## config.mk

```make
export PLATFORM = sky130hd
export DESIGN_NAME = round_flag
export DESIGN_NICKNAME = d
export VERILOG_FILES = /design/src/rtl/round_pkg.sv /design/src/rtl/wrap_detect.sv /design/src/rtl/round_flag.sv
export SDC_FILE = /design/constraint.sdc
export NUM_CORES = 1
export LEC_CHECK = 0
export CAP_MARGIN = 20
export CORE_AREA = 8 8 45 47
export DETAILED_ROUTE_END_ITERATION = 10
export DIE_AREA = 0 0 53 55
export MAX_ROUTING_LAYER = met4
export PLACE_DENSITY = 0.34
export SLEW_MARGIN = 20
export SYNTH_ARGS = -nofsm -noshare
export SYNTH_HDL_FRONTEND = slang
export SYNTH_SLANG_ARGS = --single-unit
```

## constraint.sdc

```tcl
create_clock -name clk -period 1.25 [get_ports clk]
set_clock_uncertainty 0.2 [all_clocks]
set_input_delay 0.1875 -clock clk [delete_from_list [all_inputs] [get_ports clk]]
set_output_delay 0.1875 -clock clk [all_outputs]
set_load 0.05 [all_outputs]
```

## src/rtl/round_pkg.sv

```systemverilog
// round_pkg
//   Shared constants and helpers for the round_flag lap-flag generator.
//   DEFAULT_BUFFER_WIDTH : default address width (buffer depth 2**width)
//   last_addr(width)     : highest address (all-ones) for a given width
`timescale 1ns/1ps
package round_pkg;

    localparam int DEFAULT_BUFFER_WIDTH = 4;

    // Highest address before the pointer wraps to zero.
    function automatic int unsigned last_addr(input int unsigned width);
        return (32'd1 << width) - 32'd1;
    endfunction

endpackage

```

## src/rtl/wrap_detect.sv

```systemverilog
// wrap_detect
//   Combinational wrap-pulse detector for one FIFO pointer.
//   Ports:
//     strobe : push or pop strobe for this pointer
//     addr   : current (pre-increment) pointer address
//     wrap   : high when the strobe commits at the last address
`timescale 1ns/1ps
module wrap_detect
    import round_pkg::*;
#(
    parameter int AddrWidth = DEFAULT_BUFFER_WIDTH
) (
    input  logic                 strobe,
    input  logic [AddrWidth-1:0] addr,
    output logic                 wrap
);

    localparam logic [AddrWidth-1:0] LAST = AddrWidth'(last_addr(AddrWidth));

    assign wrap = strobe && (addr == LAST);

endmodule

```

## src/rtl/round_flag.sv

```systemverilog
// round_flag
//   Lap flag for a circular buffer of 2**BufferWidth entries. Round is set
//   when the write pointer has wrapped once more than the read pointer, so
//   equal addresses can be decoded as Full (Round=1) or Empty (Round=0).
//   Ports:
//     clk    : rising-edge clock
//     rst    : synchronous active-high reset, clears Round (and Err)
//     Push   : write strobe, commits at W_Addr on this edge
//     Pop    : read strobe, commits at R_Addr on this edge
//     W_Addr : current write address (pre-increment)
//     R_Addr : current read address (pre-increment)
//     Round  : registered lap flag
//     Full   : Round && (W_Addr == R_Addr), combinational
//     Empty  : !Round && (W_Addr == R_Addr), combinational
//     Err    : sticky overflow/underflow flag, only when ROUND_ERR_EN is defined
//   Configuration macro: ROUND_ERR_EN
`timescale 1ns/1ps
module round_flag
    import round_pkg::*;
#(
    parameter int BufferWidth = DEFAULT_BUFFER_WIDTH
) (
    input  logic                   clk,
    input  logic                   rst,
    input  logic                   Push,
    input  logic                   Pop,
    input  logic [BufferWidth-1:0] W_Addr,
    input  logic [BufferWidth-1:0] R_Addr,
    output logic                   Round,
`ifdef ROUND_ERR_EN
    output logic                   Err,
`endif
    output logic                   Full,
    output logic                   Empty
);

    logic wwrap;
    logic rwrap;
    logic addr_eq;

    wrap_detect #(.AddrWidth(BufferWidth)) u_wwrap (
        .strobe (Push),
        .addr   (W_Addr),
        .wrap   (wwrap)
    );

    wrap_detect #(.AddrWidth(BufferWidth)) u_rwrap (
        .strobe (Pop),
        .addr   (R_Addr),
        .wrap   (rwrap)
    );

    // Each wrap flips the lap parity; simultaneous wraps cancel. No guarding
    // against illegal sequences here -- that belongs to the FIFO controller.
    always_ff @(posedge clk) begin
        // NOTE: registered state uses non-blocking assignment so every flop
        // samples pre-edge values regardless of process ordering.
        if (rst) begin
            Round <= 1'b0;
        end else begin
            Round <= Round ^ wwrap ^ rwrap;
        end
    end

`ifdef ROUND_ERR_EN
    logic err_event;

    // Writing past the reader a second time, or reading past the writer,
    // is flagged unless both pointers wrap together.
    assign err_event = ((wwrap && Round) || (rwrap && !Round)) && !(wwrap && rwrap);

    always_ff @(posedge clk) begin
        if (rst) begin
            Err <= 1'b0;
        end else if (err_event) begin
            Err <= 1'b1;
        end
    end
`endif

    assign addr_eq = (W_Addr == R_Addr);
    assign Full    = Round && addr_eq;
    assign Empty   = !Round && addr_eq;

endmodule

```

==> Yosys cells after proc, flatten, opt, wreduce, memory -nomap -nowiden <==
Index checks and enable logic that the tools add are counted.
{ "totals": {"output_inout_bits": 3, "ff_bits": 1} }
{ "classes": {"n_bitwise": 2, "reduce_logical": 5, "eq_ne": 3} }
{ "op_table": {"columns": ["operator", "count"], "rows": [
  ["4-bit == test (second input constant)", 2],
  ["4-bit == test", 1],
  ["1-bit logical AND", 4],
  ["1-bit XOR", 2],
  ["1-bit logical NOT", 1]
]} }

==> Longest topological paths before layout <==
Gate-level depths: netlist of the first run.
{ "logic_depth": {"ltp_word": 4, "ltp_mapped": 4, "mapped_depth_nobuf": 4} }

==> By module <==
From an unflattened synthesis of the first run, not the netlist that was laid out.
{ "unflattened": {"hier_cells": 17, "area_unflattened_um2": 121.4} }
{ "modules_own_cells": {"columns": ["module", "seq_area_each_um2", "area_per_inst_um2", "cells_per_inst", "n_inst"], "rows": [
  ["round_flag", 20.0, 96.3, 11, 1],
  ["wrap_detect", 0.0, 12.5, 3, 2]
]} }

==> Least setup slack after synthesis of the first run <==
OpenSTA, ideal clock, no wires.
{ "synth_path": {"path_type": "input to output", "start": "in R_Addr[1]", "end": "out Empty", "t_required_ns": 0.863, "slack_ns": -0.494, "path_stages": 3, "path_buffers": 0, "arrival_ns": 1.357, "cell_sequence": "xor2_1 > nor4_1 > nor2b_1"} }
{ "synth_via": {"elab_chain_cells": 2} }
{ "synth_lines": {"columns": ["element", "line", "text"], "rows": [
  ["start, declared", "round_flag.sv:28", "input logic [BufferWidth-1:0] R_Addr,"],
  ["4-bit == test", "round_flag.sv:81", "assign addr_eq = (W_Addr == R_Addr);"],
  ["1-bit logical AND", "round_flag.sv:83", "assign Empty = !Round && addr_eq;"],
  ["end, declared", "round_flag.sv:34", "output logic Empty"]
]} }
No other way between the ends.

==> Worst setup path in the final report of the first run <==
{ "layout_path": {"start": "in W_Addr[3]", "end": "out Empty"} }
{ "layout_via": {"elab_chain_cells": 2} }
{ "layout_lines": {"columns": ["element", "line", "text"], "rows": [
  ["start, declared", "round_flag.sv:27", "input logic [BufferWidth-1:0] W_Addr,"],
  ["4-bit == test", "round_flag.sv:81", null],
  ["1-bit logical AND", "round_flag.sv:83", null]
]} }
No other way between the ends.

==> results of run 1 <==
placed cells by master (no fill, tap or decap):
master           instances
buf_6                    4
xor2_2                   3
buf_2                    3
buf_12                   3
nand3_2                  2
buf_4                    2
dfxtp_4                  1
xor2_1                   1
nor4_2                   1
and2_2                   1
nor2b_4                  1
nand2_2                  1
o21ai_1                  1
or3_4                    1
and3_1                   1
a21oi_2                  1
and3_4                   1
nor3_2                   1
dlymetal6s2s_1           1
clkdlybuf4s50_1          1
clkbuf_2                 1
buf_8                    1
routing by layer:
layer / up-vias / global-route usage
met3: 0 / 0.0214
met5: - / -
li1: 90 / -
met4: 0 / 0
met2: 15 / 0.0703
met1: 81 / 0.0545
timing repair:
| item | CTS | global route |
|---|---|---|
| buffers inserted | 0 | 1 |
| hold buffers | 0 | 0 |
| endpoints found under the setup margin | 3 | 3 |
| pin swaps | 5 | 5 |
| resized for setup | 41 | 10 |
power breakdown:
part	internal [W]	switching, W
Clock	0	0
Combinational	0.0000600	0.0000455
Sequential	0.0000326	0.000000681
Total	0.0000926	0.0000462
worst max-delay path by stage:
stage,from,end,slack [ps]
after floorplan,R_Addr[1],Empty,-140
after global placement,R_Addr[1],Empty,-630
after detailed placement,R_Addr[1],Empty,-680
after CTS,W_Addr[2],Empty,-270
after global routing,W_Addr[1],Empty,-300
final,W_Addr[3],Empty,-230
area by class of cell:
type | count | area, sq um | area share
timing repair buffer | 16 | 178 | 0.454
sequential | 1 | 23.8 | 0.0607
multi-input combinational | 16 | 170 | 0.435
tap | 16 | 20.0 | 0.0511
critical path, cell delays in order:
cell and delay [ps]:
buf_2 130, xor2_2 180, nor4_2 240, nor2b_4 210, buf_12 140
per-stage QoR:
stage,utilization,std cells,setup TNS (ps),hold slack [ps],cell area [sq um]
detailed placement,0.253,48,-1820,484,350
global route,0.283,49,-699,418,392
finish,0.283,49,-509,375,392
floorplan,-,17,-301,46.6,153
global placement,0.253,48,-1710,476,350
CTS,0.256,48,-626,374,354
logic make-up (layout without fill, tap and decap cells):
group,after synthesis,in the layout,synth area share
AO/OA/AOI/OAI,2,2,0.0791
XOR/XNOR,4,4,0.277
buffers and inverters,0,16,0
flip-flops,1,1,0.158
AND/OR/NAND/NOR,10,10,0.485
==> out/metrics.cfg, run 1 <==
[run_status]
status=complete, but fails checks
violations=setup timing

[power]
power.density_mw_per_mm2=355
leakage_nw=0.161
power.total_w=0.000139
vdd_drop_max_uv=210

[synthesis]
synth_flop_cell=dfxtp_1
syn_area_sq_um=126
synth_common_cells=xor2_1, and3_1, nand3_1
synth.distinct_cells=12
yosysWarnings=0
synth_top_area_cell=xor2_1
syn_area_per_cell_sq_um=7.43
syn-num-nets=29
ys_ff_latch=1
yosysMostFrequentCell=xor2_1
netlist_instances=17
seq_area_frac_synth=0.158
synth-edff-count=0
synth_top_area_share=0.277
ys_top_cells_by_area=xor2_1, dfxtp_1, and3_1
async_flop_share=0

[floorplanning]
die_h_um=55
io_pins=15
die_x_um=53
core_sq_mm=0.00138
rows=14
initial_core_util=0.0913
dieArea_sq_mm=0.00292

[global_routing]
grt.overflow.total=0
grt_pass1_wl_um=1050
antenna_found_initial=0
grt_max_degree=5
grtUsageTotal=0.0450
first_global_vias=239

[sta]
max_freq_ghz=0.677
setup_viol=3
finalCriticalPeriod_ps=1480
rsz0062_at_grt=yes
worst_pin_slew_ps=239
fin_crit_sh=1.18
final_max_slew_viol_count=0
setup_ws_ps=-227
finalHoldViolCount=0
relSlewSlack=0.839

[setup_path]
r2r_slack_ps=20
worstPathRequired_ps=860
crit_fanout=2
start_kind=input port
timing.rr.end=Round$_SDFF_PP0_
ff2ff_path_depth=3
reg2reg_from=Round$_SDFF_PP0_
cp_data_arrival_time_ps=1090
critical_path_class=input port to primary output
end_kind=primary output

[routing]
drt-initial-drc-count=3
post_drt_wl_per_cell_um=12.8
viasPerCell=3.80
routed.top_layer=met3
met1_length_um=276
met3_wirelength_um=125
wl_met2_um=224
ant_nets=0
drc=0
drt-total-wl_um=626
routed-via-count=186
first_pass_iters=4

[final_layout]
syn_to_final_growth_pct=210
nFillCells=152
reg_top3=Round: 1 flops
fin_nets=47
largest_register=Round
largest_reg_flops=1
drive_gt1_frac=0.848
diodes=0

[job]
drv_cap=0

[hold_path]
hp-class=input port to flip-flop
hold_path_end=Round$_SDFF_PP0_
whs_path_depth=4
min_from=R_Addr[2]

[placement]
place_ws_ps=-676
portBuffers=14
gp_congestion=0.763
post-dp-hpwl_um=538

[clock_tree]
clk_latency_ps=0
path_clk_slew_ps=0

(Power assumes the default switching activity.)
==> run 2, diff against run 1 <==
--- a/config.mk
+++ b/config.mk
@@ -10,7 +10,7 @@
 export DETAILED_ROUTE_END_ITERATION = 10
 export DIE_AREA = 0 0 53 55
 export MAX_ROUTING_LAYER = met4
-export PLACE_DENSITY = 0.34
+export PLACE_DENSITY = 0.33
 export SLEW_MARGIN = 20
 export SYNTH_ARGS = -nofsm -noshare
 export SYNTH_HDL_FRONTEND = slang
==> constraint.sdc (replaced) <==
create_clock -name clk -period 1.8 [get_ports clk]
set_clock_uncertainty 0.2 [all_clocks]
set_input_delay 0.27 -clock clk [delete_from_list [all_inputs] [get_ports clk]]
set_output_delay 0.27 -clock clk [all_outputs]
set_load 0.05 [all_outputs]
==> out/metrics.cfg, run 2 (same netlist as run 1, synthesis figures left out) <==
[run_status]
status=finished, final reports clean  ; was complete, but fails checks

[setup_path]
path_cells=clkdlybuf4s15_1 > xor2_2 > nor4_4 > and2_1 > buf_12  ; was buf_2 > xor2_2 > nor4_2 > nor2b_4 > buf_12
cpMaxStageDelayCell=nor4_4  ; was nor4_2
critical_path_class=input port to primary output  ; unchanged
crit_cells=5  ; unchanged
worstPathRequired_ps=1330  ; was 860 ps
start_kind=input port  ; unchanged
timing.rr.end=Round$_SDFF_PP0_  ; unchanged
r2r_slack_ps=470  ; was 20 ps
reg2reg_from=Round$_SDFF_PP0_  ; unchanged
crit_end=Full  ; was Empty
cp_data_arrival_time_ps=1260  ; was 1090 ps
critPathMaxStageDelay_ps=250  ; was 240 ps
critPathTopFamily=simple AND/OR/NAND/NOR gates  ; unchanged
ff2ff_path_depth=3  ; unchanged
crit_fanout=2  ; unchanged
crit_buf_inv=2  ; unchanged
crit_path_start=W_Addr[3]  ; unchanged
end_kind=primary output  ; unchanged

[floorplanning]
io_pins=15  ; unchanged
die_h_um=55  ; unchanged
rows=14  ; unchanged
dieArea_sq_mm=0.00292  ; unchanged
initial_core_util=0.0913  ; unchanged
core_sq_mm=0.00138  ; unchanged
die_x_um=53  ; unchanged

[routing]
drt-total-wl_um=596  ; was 626 um
first_pass_iters=2  ; was 4
routed-via-count=182  ; was 186
viasPerCell=3.79  ; was 3.80
drt-initial-drc-count=2  ; was 3
post_drt_wl_per_cell_um=12.4  ; was 12.8 um
drc=0  ; unchanged
ant_nets=0  ; unchanged

[sta]
rsz0062_at_grt=no  ; was yes
setup_ws_ps=73.1  ; was -227 ps
setup_viol=0  ; was 3
final_max_slew_viol_count=0  ; unchanged
finalHoldViolCount=0  ; unchanged
relSlewSlack=0.807  ; was 0.839
max_freq_ghz=0.579
finalCriticalPeriod_ps=1730
fin_crit_sh=0.959
worst_pin_slew_ps=289  ; was 239 ps

[final_layout]
multi_input_area_sq_um=155  ; was 170 sq um
final_cell_mix=clkbuf_2, xor2_2, clkdlybuf4s50_1, clkdlybuf4s15_1  ; was buf_6, xor2_2, buf_2, buf_12
final_common_cell=clkbuf_2  ; was buf_6
drive_gt1_frac=0.500  ; was 0.848
largest_register=Round  ; unchanged
syn_to_final_growth_pct=165  ; was 210%
reg_top3=Round: 1 flops  ; unchanged
design_area_sq_um=335  ; was 392 sq um
nFillCells=159  ; was 152
seqCellArea_sq_um=20.0  ; was 23.8 sq um
fin_cells=48  ; was 49
largest_reg_flops=1  ; unchanged
fin_nets=46  ; was 47
diodes=0  ; unchanged

[global_routing]
use_met2=0.0625  ; was 0.0703
busiest_layer=met2  ; unchanged
grtUsageTotal=0.0405  ; was 0.0450
grt_use_met3=0.0160  ; was 0.0214
antenna_found_initial=0  ; unchanged
grt_max_degree=6  ; was 5
grt_pass1_wl_um=924  ; was 1050 um
grt.overflow.total=0  ; unchanged
first_global_vias=191  ; was 239
use_met1=0.0514  ; was 0.0545

[power]
sequentialPowerShare=0.282  ; was 0.240
p_int_w=0.0000562  ; was 0.0000926 W
switchingPower_w=0.0000330  ; was 0.0000462 W
leakage_nw=0.129  ; was 0.161 nW
power_frac_clock=0  ; about the same
p_comb_frac=0.718  ; was 0.760
vdd_drop_max_uv=132  ; was 210 uV
power.total_w=0.0000892  ; was 0.000139 W
p_sw_frac=0.369  ; was 0.333
power.density_mw_per_mm2=266  ; was 355 mW/mm^2

[placement]
place_inst=48  ; unchanged
gp_congestion=0.767  ; was 0.763
place_area_sq_um=314  ; was 350 sq um
place_ws_ps=-283  ; was -676 ps
post-dp-hpwl_um=464  ; was 538 um
portBuffers=14  ; unchanged

[hold_path]
hp-class=flip-flop to flip-flop  ; was input port to flip-flop

[clock_tree]
path_clk_slew_ps=0  ; about the same
clk_latency_ps=0  ; about the same

[job]
drv_cap=0  ; unchanged

run 2: cell count changes in the layout (fill, tap and decap cells not counted), moves of 2 or more:
cell	delta
nand3_2	-2
clkdlybuf4s15_1	+3
buf_2	-3
buf_6	-4
clkdlybuf4s50_1	+2
nand3_1	+2
clkbuf_2	+4
run 2: metrics by stage:
stage | TNS (ps) | util | hold WS (ps)
6_report | 0 | 0.242 | 546
5_1_grt | 0 | 0.242 | 633
3_5_place_dp | -602 | 0.227 | 511
3_3_place_gp | -632 | 0.227 | 495
2_1_floorplan | 0 | - | 140
4_1_cts | 0 | 0.231 | 544
run 2: power groups by stage:
stage / Sequential, W / Combinational [W] / Clock [W]
finish: 0.0000251 / 0.0000641 / 0
global route: 0.0000255 / 0.0000680 / 0
CTS: 0.0000251 / 0.0000559 / 0
detailed placement: 0.0000248 / 0.0000579 / 0
floorplan: 0.0000275 / 0.0000167 / 0
global placement: 0.0000247 / 0.0000585 / 0
run 2: how the worst min path moves through the flow:
stage	startpoint	endpoint	slack, ps	depth (start not counted)
detailed placement	Round$_SDFF_PP0_	Round$_SDFF_PP0_	510	3
global route	Round$_SDFF_PP0_	Round$_SDFF_PP0_	630	3
floorplan	rst	Round$_SDFF_PP0_	140	1
global placement	Round$_SDFF_PP0_	Round$_SDFF_PP0_	490	3
finish	Round$_SDFF_PP0_	Round$_SDFF_PP0_	550	3
CTS	Round$_SDFF_PP0_	Round$_SDFF_PP0_	540	3
run 2: area by class of cell:
class,instances,area share
timing repair buffer,15,0.418
sequential,1,0.0597
multi-input combinational,16,0.463
tap,16,0.0597
run 2: repair_timing:
item / CTS / global route
buffers inserted: 0 / 0
endpoints found under the setup margin: 3 / 3
pin swaps: 3 / 2
hold buffers: 0 / 0
gates resized for setup: 14 / 14
run 2: per-layer routing:
metal | share of wire | vias up
met5 | 0 | -
met2 | 0.36 | 15
met1 | 0.45 | 77
li1 | - | 90
met4 | 0 | 0
met3 | 0.18 | 0
run 2: worst register-to-register path: cells and delay by family (launching register included):
kind,cells,cell delay (ps)
flops,1,350
simple gates,3,700
